`src/rtl/timer_pkg.sv`:
```
// timer_pkg: shared constants for the interval timer / interrupt source.
// Holds register-window offsets, TCON bit positions, the TCON register
// layout and the interrupt vector shared with the hazard/jump unit.
package timer_pkg;

    // Byte offsets of the four word registers inside the 16-byte window
    localparam logic [3:0] TH_OFF   = 4'h0;
    localparam logic [3:0] TL_OFF   = 4'h4;
    localparam logic [3:0] TCON_OFF = 4'h8;
    localparam logic [3:0] EPC_OFF  = 4'hC;

    // TCON bit indices
    localparam int unsigned TCON_ENABLE = 0;
    localparam int unsigned TCON_IRQ_EN = 1;
    localparam int unsigned TCON_STATUS = 2;

    // Fetch target taken by the hazard/jump unit on an accepted interrupt
    localparam logic [31:0] IRQ_VECTOR = 32'h8000_0004;

    // Field order matches the TCON bit layout (status=bit2 .. enable=bit0)
    typedef struct packed {
        logic status;
        logic irq_en;
        logic enable;
    } tcon_t;

    function automatic logic [31:0] tcon_word(input tcon_t t);
        return {29'b0, t};
    endfunction

endpackage

```
`src/rtl/timer_irq_unit_if.sv`:
```
// timer_irq_unit_if: data-memory bus slice seen by the timer.
//   mem_addr  : byte address          mem_wdata : write data
//   mem_we    : write strobe          mem_re    : read strobe
//   mem_rdata : read data returned by the slave
// master = CPU/bus side, slave = timer side.
interface timer_irq_unit_if;

    logic [31:0] mem_addr;
    logic [31:0] mem_wdata;
    logic        mem_we;
    logic        mem_re;
    logic [31:0] mem_rdata;

    modport master (
        output mem_addr, mem_wdata, mem_we, mem_re,
        input  mem_rdata
    );

    modport slave (
        input  mem_addr, mem_wdata, mem_we, mem_re,
        output mem_rdata
    );

endinterface

```
`src/rtl/timer_counter.sv`:
```
// timer_counter: TH (reload value) and TL (count) registers.
//   clk_i, reset_i : clock, synchronous active-high reset
//   enable_i       : count enable (TCON.ENABLE)
//   th_we_i/tl_we_i: software writes of TH / TL, data on wdata_i
//   th_o, tl_o     : current register values
//   reload_o       : high in the cycle whose rising edge reloads TL from TH
module timer_counter (
    input  logic        clk_i,
    input  logic        reset_i,
    input  logic        enable_i,
    input  logic        th_we_i,
    input  logic        tl_we_i,
    input  logic [31:0] wdata_i,
    output logic [31:0] th_o,
    output logic [31:0] tl_o,
    output logic        reload_o
);

    logic [31:0] th_q, th_d;
    logic [31:0] tl_q, tl_d;

    always_comb begin
        // A software TL write overrides the reload, so no reload event either
        reload_o = enable_i & (tl_q == '1) & ~tl_we_i;
        th_d     = th_q;
        tl_d     = tl_q;
        if (th_we_i) begin
            th_d = wdata_i;
        end
        if (tl_we_i) begin
            tl_d = wdata_i;
        end else if (reload_o) begin
            tl_d = th_q;
        end else if (enable_i) begin
            tl_d = tl_q + 32'd1;
        end
    end

    always_ff @(posedge clk_i) begin
        if (reset_i) begin
            th_q <= '0;
            tl_q <= '0;
        end else begin
            th_q <= th_d;
            tl_q <= tl_d;
        end
    end

    assign th_o = th_q;
    assign tl_o = tl_q;

endmodule

```
`src/rtl/timer_irq_unit.sv`:
```
// timer_irq_unit: memory-mapped interval timer and interrupt source.
//   clk, reset : clock, synchronous active-high reset
//   bus        : data-memory bus (slave modport); TH/TL/TCON/EPC window
//   pc_if      : fetch-stage PC, captured into EPC on request
//   stall      : load-use stall this cycle (defers the request)
//   redirect   : taken jump/branch in ID this cycle (defers the request)
//   Interrupt  : combinational request to the hazard/jump unit
//   epc        : latched resume address
module timer_irq_unit
    import timer_pkg::*;
#(
    parameter logic [31:0] BASE_ADDR         = 32'h4000_0000,
    parameter int unsigned VECTOR_KERNEL_BIT = 31
) (
    input  logic                    clk,
    input  logic                    reset,
    timer_irq_unit_if.slave         bus,
    input  logic [31:0]             pc_if,
    input  logic                    stall,
    input  logic                    redirect,
    output logic                    Interrupt,
    output logic [31:0]             epc
);

    tcon_t       tcon_q, tcon_d;
    logic [31:0] epc_q, epc_d;
    logic [31:0] th, tl;
    logic        reload;
    logic        in_win;
    logic        th_we, tl_we, tcon_we, epc_we;

    // Window hit requires word alignment; unaligned accesses are ignored
    assign in_win  = (bus.mem_addr[31:4] == BASE_ADDR[31:4]) &&
                     (bus.mem_addr[1:0] == 2'b00);
    assign th_we   = bus.mem_we & in_win & (bus.mem_addr[3:0] == TH_OFF);
    assign tl_we   = bus.mem_we & in_win & (bus.mem_addr[3:0] == TL_OFF);
    assign tcon_we = bus.mem_we & in_win & (bus.mem_addr[3:0] == TCON_OFF);
    assign epc_we  = bus.mem_we & in_win & (bus.mem_addr[3:0] == EPC_OFF);

    timer_counter u_counter (
        .clk_i    (clk),
        .reset_i  (reset),
        .enable_i (tcon_q.enable),
        .th_we_i  (th_we),
        .tl_we_i  (tl_we),
        .wdata_i  (bus.mem_wdata),
        .th_o     (th),
        .tl_o     (tl),
        .reload_o (reload)
    );

    // Kernel-mode PC masks nesting; stall/redirect defer until the slot is safe
    assign Interrupt = ~reset & tcon_q.status & tcon_q.irq_en &
                       ~pc_if[VECTOR_KERNEL_BIT] & ~stall & ~redirect;

    always_comb begin
        tcon_d = tcon_q;
        epc_d  = epc_q;
        if (tcon_we) begin
            tcon_d.enable = bus.mem_wdata[TCON_ENABLE];
            tcon_d.irq_en = bus.mem_wdata[TCON_IRQ_EN];
            tcon_d.status = bus.mem_wdata[TCON_STATUS];
        end
        // Reload event beats a same-cycle software clear: no lost interrupt
        if (reload && tcon_q.irq_en) begin
            tcon_d.status = 1'b1;
        end
        if (epc_we) begin
            epc_d = bus.mem_wdata;
        end
        if (Interrupt) begin
            epc_d = pc_if;
        end
    end

    always_ff @(posedge clk) begin
        if (reset) begin
            tcon_q <= '0;
            epc_q  <= '0;
        end else begin
            tcon_q <= tcon_d;
            epc_q  <= epc_d;
        end
    end

    always_comb begin
        bus.mem_rdata = '0;
        if (!reset && bus.mem_re && in_win) begin
            unique case (bus.mem_addr[3:0])
                TH_OFF:   bus.mem_rdata = th;
                TL_OFF:   bus.mem_rdata = tl;
                TCON_OFF: bus.mem_rdata = tcon_word(tcon_q);
                EPC_OFF:  bus.mem_rdata = epc_q;
                default:  bus.mem_rdata = '0;
            endcase
        end
    end

    assign epc = epc_q;

endmodule

```
`src/flat_wrapper.sv`:
```
// flat-port wrapper written by rule: the top's interface ports become plain ports
module timer_irq_unit_flat import timer_pkg::*;
#(
    parameter logic [31:0] BASE_ADDR         = 32'h4000_0000,
    parameter int unsigned VECTOR_KERNEL_BIT = 31
)
  (clk, reset, pc_if, stall, redirect, Interrupt, epc, bus_mem_addr, bus_mem_wdata, bus_mem_we, bus_mem_re, bus_mem_rdata);
  timer_irq_unit_if bus_i ();
  input  logic clk;
  input  logic reset;
  input  logic [31:0] pc_if;
  input  logic stall;
  input  logic redirect;
  output logic Interrupt;
  output logic [31:0] epc;
  input wire logic [$bits(bus_i.mem_addr)-1:0] bus_mem_addr;
  input wire logic [$bits(bus_i.mem_wdata)-1:0] bus_mem_wdata;
  input wire logic [$bits(bus_i.mem_we)-1:0] bus_mem_we;
  input wire logic [$bits(bus_i.mem_re)-1:0] bus_mem_re;
  output wire logic [$bits(bus_i.mem_rdata)-1:0] bus_mem_rdata;
  assign bus_i.mem_addr = bus_mem_addr;
  assign bus_i.mem_wdata = bus_mem_wdata;
  assign bus_i.mem_we = bus_mem_we;
  assign bus_i.mem_re = bus_mem_re;
  assign bus_mem_rdata = bus_i.mem_rdata;
  timer_irq_unit #(.BASE_ADDR(BASE_ADDR), .VECTOR_KERNEL_BIT(VECTOR_KERNEL_BIT)) u_core (.clk(clk), .reset(reset), .bus(bus_i), .pc_if(pc_if), .stall(stall), .redirect(redirect), .Interrupt(Interrupt), .epc(epc));
endmodule
```
`config.mk`:
```
export PLATFORM = sky130hd
export DESIGN_NAME = timer_irq_unit_flat
export DESIGN_NICKNAME = d
export VERILOG_FILES = /design/src/rtl/timer_pkg.sv /design/src/rtl/timer_irq_unit_if.sv /design/src/rtl/timer_counter.sv /design/src/rtl/timer_irq_unit.sv /design/src/flat_wrapper.sv
export SDC_FILE = /design/constraint.sdc
export NUM_CORES = 1
export LEC_CHECK = 0
export CAP_MARGIN = 25
export CORE_UTILIZATION = 45
export DETAILED_ROUTE_END_ITERATION = 12
export PLACE_DENSITY = 0.73
export SLEW_MARGIN = 15
export SYNTH_ARGS = -nofsm -noshare
export SYNTH_HDL_FRONTEND = slang
export SYNTH_SLANG_ARGS = --single-unit
```
`constraint.sdc`:
```
create_clock -name clk -period 2.8 [get_ports clk]
set_clock_uncertainty 0.1 [all_clocks]
set_input_delay 0.28 -clock clk [delete_from_list [all_inputs] [get_ports clk]]
set_output_delay 0.28 -clock clk [all_outputs]
set_load 0.03 [all_outputs]
```
# == Word level (Yosys, flattened, before mapping) ==
# Cells that the tools add are included.
# Widths: inputs -> output; s select.
# totals
register_bits,99
output_inout_bits,65
elab_cells,48
inputBits,102
# op_classes
bitwise_logic,17
add_sub_neg,1
reduce_logical,10
eq_ne,5
muxes,9
# op_table
op,n
$mux 32,6
$pmux 32 s4,1
$add 32x1->32 const B,1
$eq 32x32->1 const B,1
$eq 28x27->1 const B,1
$and 1x1->1,12
$eq 4x4->1 const B,2
$not 1->1,5
$eq 4x3->1 const B,1
$logic_and 1x1->1,4
$logic_not 4->1,1
$reduce_bool 2->1,2
$mux 3,1
$reduce_bool 3->1,1
$logic_not 2->1,1
$logic_not 1->1,1
$mux 1,1

# == Longest topological paths before layout ==
# logic_depth
ltp_word,8
depth_mapped,10

# == Modules after synthesis ==
# Synthesis repeated with hierarchy kept, for this count alone.
# hier_totals
hier_cells,778
hier_area_um2,6387.4
# by_module_without_submodules
module,cells_per_inst,seq_area_each_um2,area_per_inst_um2,instances
timer_counter,413,1281.2,3544.6,1
timer_irq_unit,365,700.7,2842.7,1

# == Least setup slack after synthesis ==
# Ideal clock, no wire load.
# synth_timing
kind,input-to-output
from,input port bus_mem_addr[3]
to,output port bus_mem_rdata[21]
required_time_ns,2.420
arrival_time_ns,1.889
slack_ns,0.531
path_stages,6
path_buffers,3
path_cell_list,clkbuf_1 and2_1 clkbuf_1 clkbuf_1 a21oi_1 nor2_1
# synth_between
elab_chain_len,3
word_cells_on_any_way,6
# synth_lines
item,line_no,source
from (decl),flat_wrapper.sv:16,input wire logic [$bits(bus_i.mem_addr)-1:0] bus_mem_addr;
"$eq 4x4->1, or another cell as far along",timer_irq_unit.sv:89,unique case (bus.mem_addr[3:0])
$pmux 32 s4 *,timer_irq_unit.sv:89,
$mux 32 *,timer_irq_unit.sv:88,if (!reset && bus.mem_re && in_win) begin
to (decl),flat_wrapper.sv:20,output wire logic [$bits(bus_i.mem_rdata)-1:0] bus_mem_rdata;
# Every way passes the cells marked *; elsewhere a longest branch is shown, timed or not.

# == Final worst setup path ==
# layout_timing
from,input port bus_mem_addr[4]
to,output port bus_mem_rdata[16]
# layout_between
elab_chain_len,4
# layout_lines
item,line_no,source
$eq 28x27->1,timer_irq_unit.sv:33,assign in_win = (bus.mem_addr[31:4] == BASE_ADDR[31:4]) &&
$logic_and 1x1->1,timer_irq_unit.sv:33,
$logic_and 1x1->1,timer_irq_unit.sv:88,
$mux 32,timer_irq_unit.sv:88,
# Every way passes these cells.

==> flow_summary.yaml <==
logic_synthesis:
  yosysSeqAreaShare: 0.324
  netlist-cell-type-count: 64
  synth.ff_latch_count: 99
  syn_avg_cell_area_um2: 7.74
  synth-edff-count: 0
  post_synth_main_area_contributors: "sky130_fd_sc_hd__dfxtp_1 32%, sky130_fd_sc_hd__mux2i_1 11%, sky130_fd_sc_hd__nor2_1 7.5%"
  dominantRegCellSynth: "sky130_fd_sc_hd__dfxtp_1"
  async_reset_ff_frac: 0
  post-synth-top-area-fraction: 0.324
  yosysWarningCount: 0
  synth.cell_area_um2: 6110
  gate_count_of_the_mapped_netlist: 790
  synth.net_count: 893
  synth_top_area_cell: "sky130_fd_sc_hd__dfxtp_1"
clock_tree:
  tritoncts: "done"
  clk_latency_ps: 360
  gates_resized_cts_repair: 0
  cts.root.buffer_cell: "sky130_fd_sc_hd__clkbuf_16"
  cts-hold-fix-buffers: 0
  cts_max_path_buffers: 2
  cts-htree-levels: 3
  clk_transition_reported_paths_ps: 60
  numCtsBuffers: 9
  numClockSinks: 99
  postCtsSetupRepairBufs: 0
setup_path:
  setup.reg_to_reg.worst_slack_ps: 260
  crit_path_cell_trace: "clkdlybuf4s50_1, nor4_1, and4_1, and2_1, nand3_1, buf_4, nor2_1, buf_12"
  cp.arrival_ps: 2190
  cp_peak_stage_delay_ps: 430
  cpMaxStageDelayCell: "sky130_fd_sc_hd__clkdlybuf4s50_1"
  timing.critical_path.required_ps: 2420
  critical_path.startpoint_type: "input port"
  critical_path.endpoint_type: "output pin"
  worstPathMaxFanout: 14
  path_class: "input port to output pin"
global_route:
  largest_net_degree_at_the_start_of_global_routing: 55
  grt.overflow.total: 0
  grt_pass1_wl_um: 30900
  number_of_antenna_violations_at_the_first_check_in_global_routing: 0
  vias_in_the_first_global_route: 5960
  global_route.usage.total: 0.269
timing:
  worst-slew-pin-transition_ps: 619
  min_period_ps: 2570
  timing.max_slew.rel_slack: 0.587
  final_max_slew_viol_count: 0
  tns_ps: 0
  achievable-frequency_mhz: 389
  setup-violations-final: 0
  rsz0062_at_grt: "false"
  final-hold-violation-count: 0
  fin_ws_ps: 227
  timing.final.crit_share: 0.919
finish:
  final.fill_count: 1221
  n_antenna_cell: 0
  finalNetCount: 1045
  area_delta_synth_final_pct: 36.0
  fraction_of_final_layout_cells_sized_beyond_drive_strength_1: 0.118
detailed_routing:
  antenna_violating_nets_post_route: 0
  detail_route.first_pass.iterations: 5
  vias: 6411
  drt_iter0_markers: 388
  drt-vias-per-instance: 5.71
  total_routed_length_um: 18600
  drc: 0
  wl_per_cell_um: 16.5
floorplanning:
  io_pins: 167
  floorplan.initialDensity: 0.462
  die_height_um: 119
  die-width_um: 119
  fp.dieArea_um2: 14100
  rows: 42
  core_region_area_um2: 13200
power_and_ir_drop:
  power_density_nw_per_um2: 354
  total_leakage_power_nw: 2.88
  power.ir.vdd_worst_v: 0.000323
job:
  timing.max_cap.violations: 0
place:
  hpwl_um: 13500
  gp_congestion: 0.904
  post_placement_worst_setup_slack_ps: 218
  port_buffers: 166
run_status:
  status: "complete, no violations"
hold_path:
  worstHoldPathType: "input port to flip-flop"
==> synthesized netlist by cell type (all sizes together) (10+ instances only) <==
| cell | count |
|---|---|
| a211oi | 41 |
| a21oi | 81 |
| and4 | 10 |
| buf | 20 |
| clkbuf | 43 |
| dfxtp | 99 |
| mux2i | 68 |
| nand2 | 105 |
| nand3 | 24 |
| nand4 | 15 |
| nor2 | 122 |
| nor3 | 19 |
| nor4 | 23 |
| o21ai | 13 |
==> flip-flops by register name, summed over array words and instances, names as in the netlist <==
name                   count
u_core.epc                32
u_core.tcon_q              3
u_core.u_counter.th_o     32
u_core.u_counter.tl_o     32
==> stage by stage <==
step	instance area (um^2)	util	power (mW)	hold slack, ps	std cells
final	8310	0.628	2.94	187	1123
after global routing	8310	0.628	3.04	212	1123
after CTS	8310	0.628	2.96	184	1123
after detailed placement	8020	0.605	1.71	356	1107
after global placement	8020	0.605	1.71	351	1107
after floorplan	6110	-	1.52	289	790
==> worst max-delay path, delay by kind of cell <==
| family | cells | cell delay, ps |
|---|---|---|
| and+or+nand+nor | 5 | 1100 |
| buffers and inverters | 3 | 790 |
==> logic make-up after synthesis <==
group | after synthesis | share of synthesized area
buf+inv | 72 | 0.0561
xor+xnor | 10 | 0.0143
simple gates | 356 | 0.290
flops | 99 | 0.324
compound gates | 179 | 0.187
fa+ha+maj | 1 | 0.00205
mux | 73 | 0.126
==> worst paths after layout <==
path	from	end	cells past startpoint
worst min register to register	u_core.u_counter.th_o[15]$_SDFFE_PP0P_	u_core.u_counter.th_o[15]$_SDFFE_PP0P_	2
worst max register to register	u_core.u_counter.tl_o[1]$_SDFFE_PP0P_	u_core.u_counter.tl_o[1]$_SDFFE_PP0P_	7
worst min-delay path	reset	u_core.epc[9]$_SDFFE_PP0P_	2
worst max-delay path	bus_mem_addr[4]	bus_mem_rdata[16]	8
==> layout by cell type (no fill, tap or decap), drive strengths merged, types with 10 or more instances in the layout <==
master         count
dfxtp             99
clkbuf            12
mux2i             68
and4              10
nor2             122
o21ai             13
nor4              23
nand3             24
clkdlybuf4s50    131
a21oi             81
nand4             15
buf               73
nor3              19
a211oi            41
nand2            105
==> final cells by class <==
type	count	area, um^2	share of cell area
Clock buffer	12	246	0.0296
Multi-Input combinational cell	619	3800	0.457
Timing Repair Buffer	204	1980	0.238
Tap cell	176	220	0.0265
Inverter	9	33.8	0.00406
Clock inverter	4	50.0	0.00602
Sequential cell	99	1980	0.238
==> metal layers <==
layer  global-route usage  routed length [um]  up-vias  part of all wire
li1                     -                   -     3177                 -
met1                0.368                8590     2998              0.46
met5                    0                   0        -                 0
met2                0.440                8810      223              0.47
met4               0.0641                 165        0            0.0089
met3               0.0444                1020       13             0.055
==> power by group <==
part | total, mW | switching, mW | internal (mW)
clock | 1.26 | 0.547 | 0.717
sequential | 1.42 | 0.00572 | 1.41
combinational | 0.265 | 0.111 | 0.154
total | 2.94 | 0.664 | 2.28
Power figures use the tool's default switching activity.
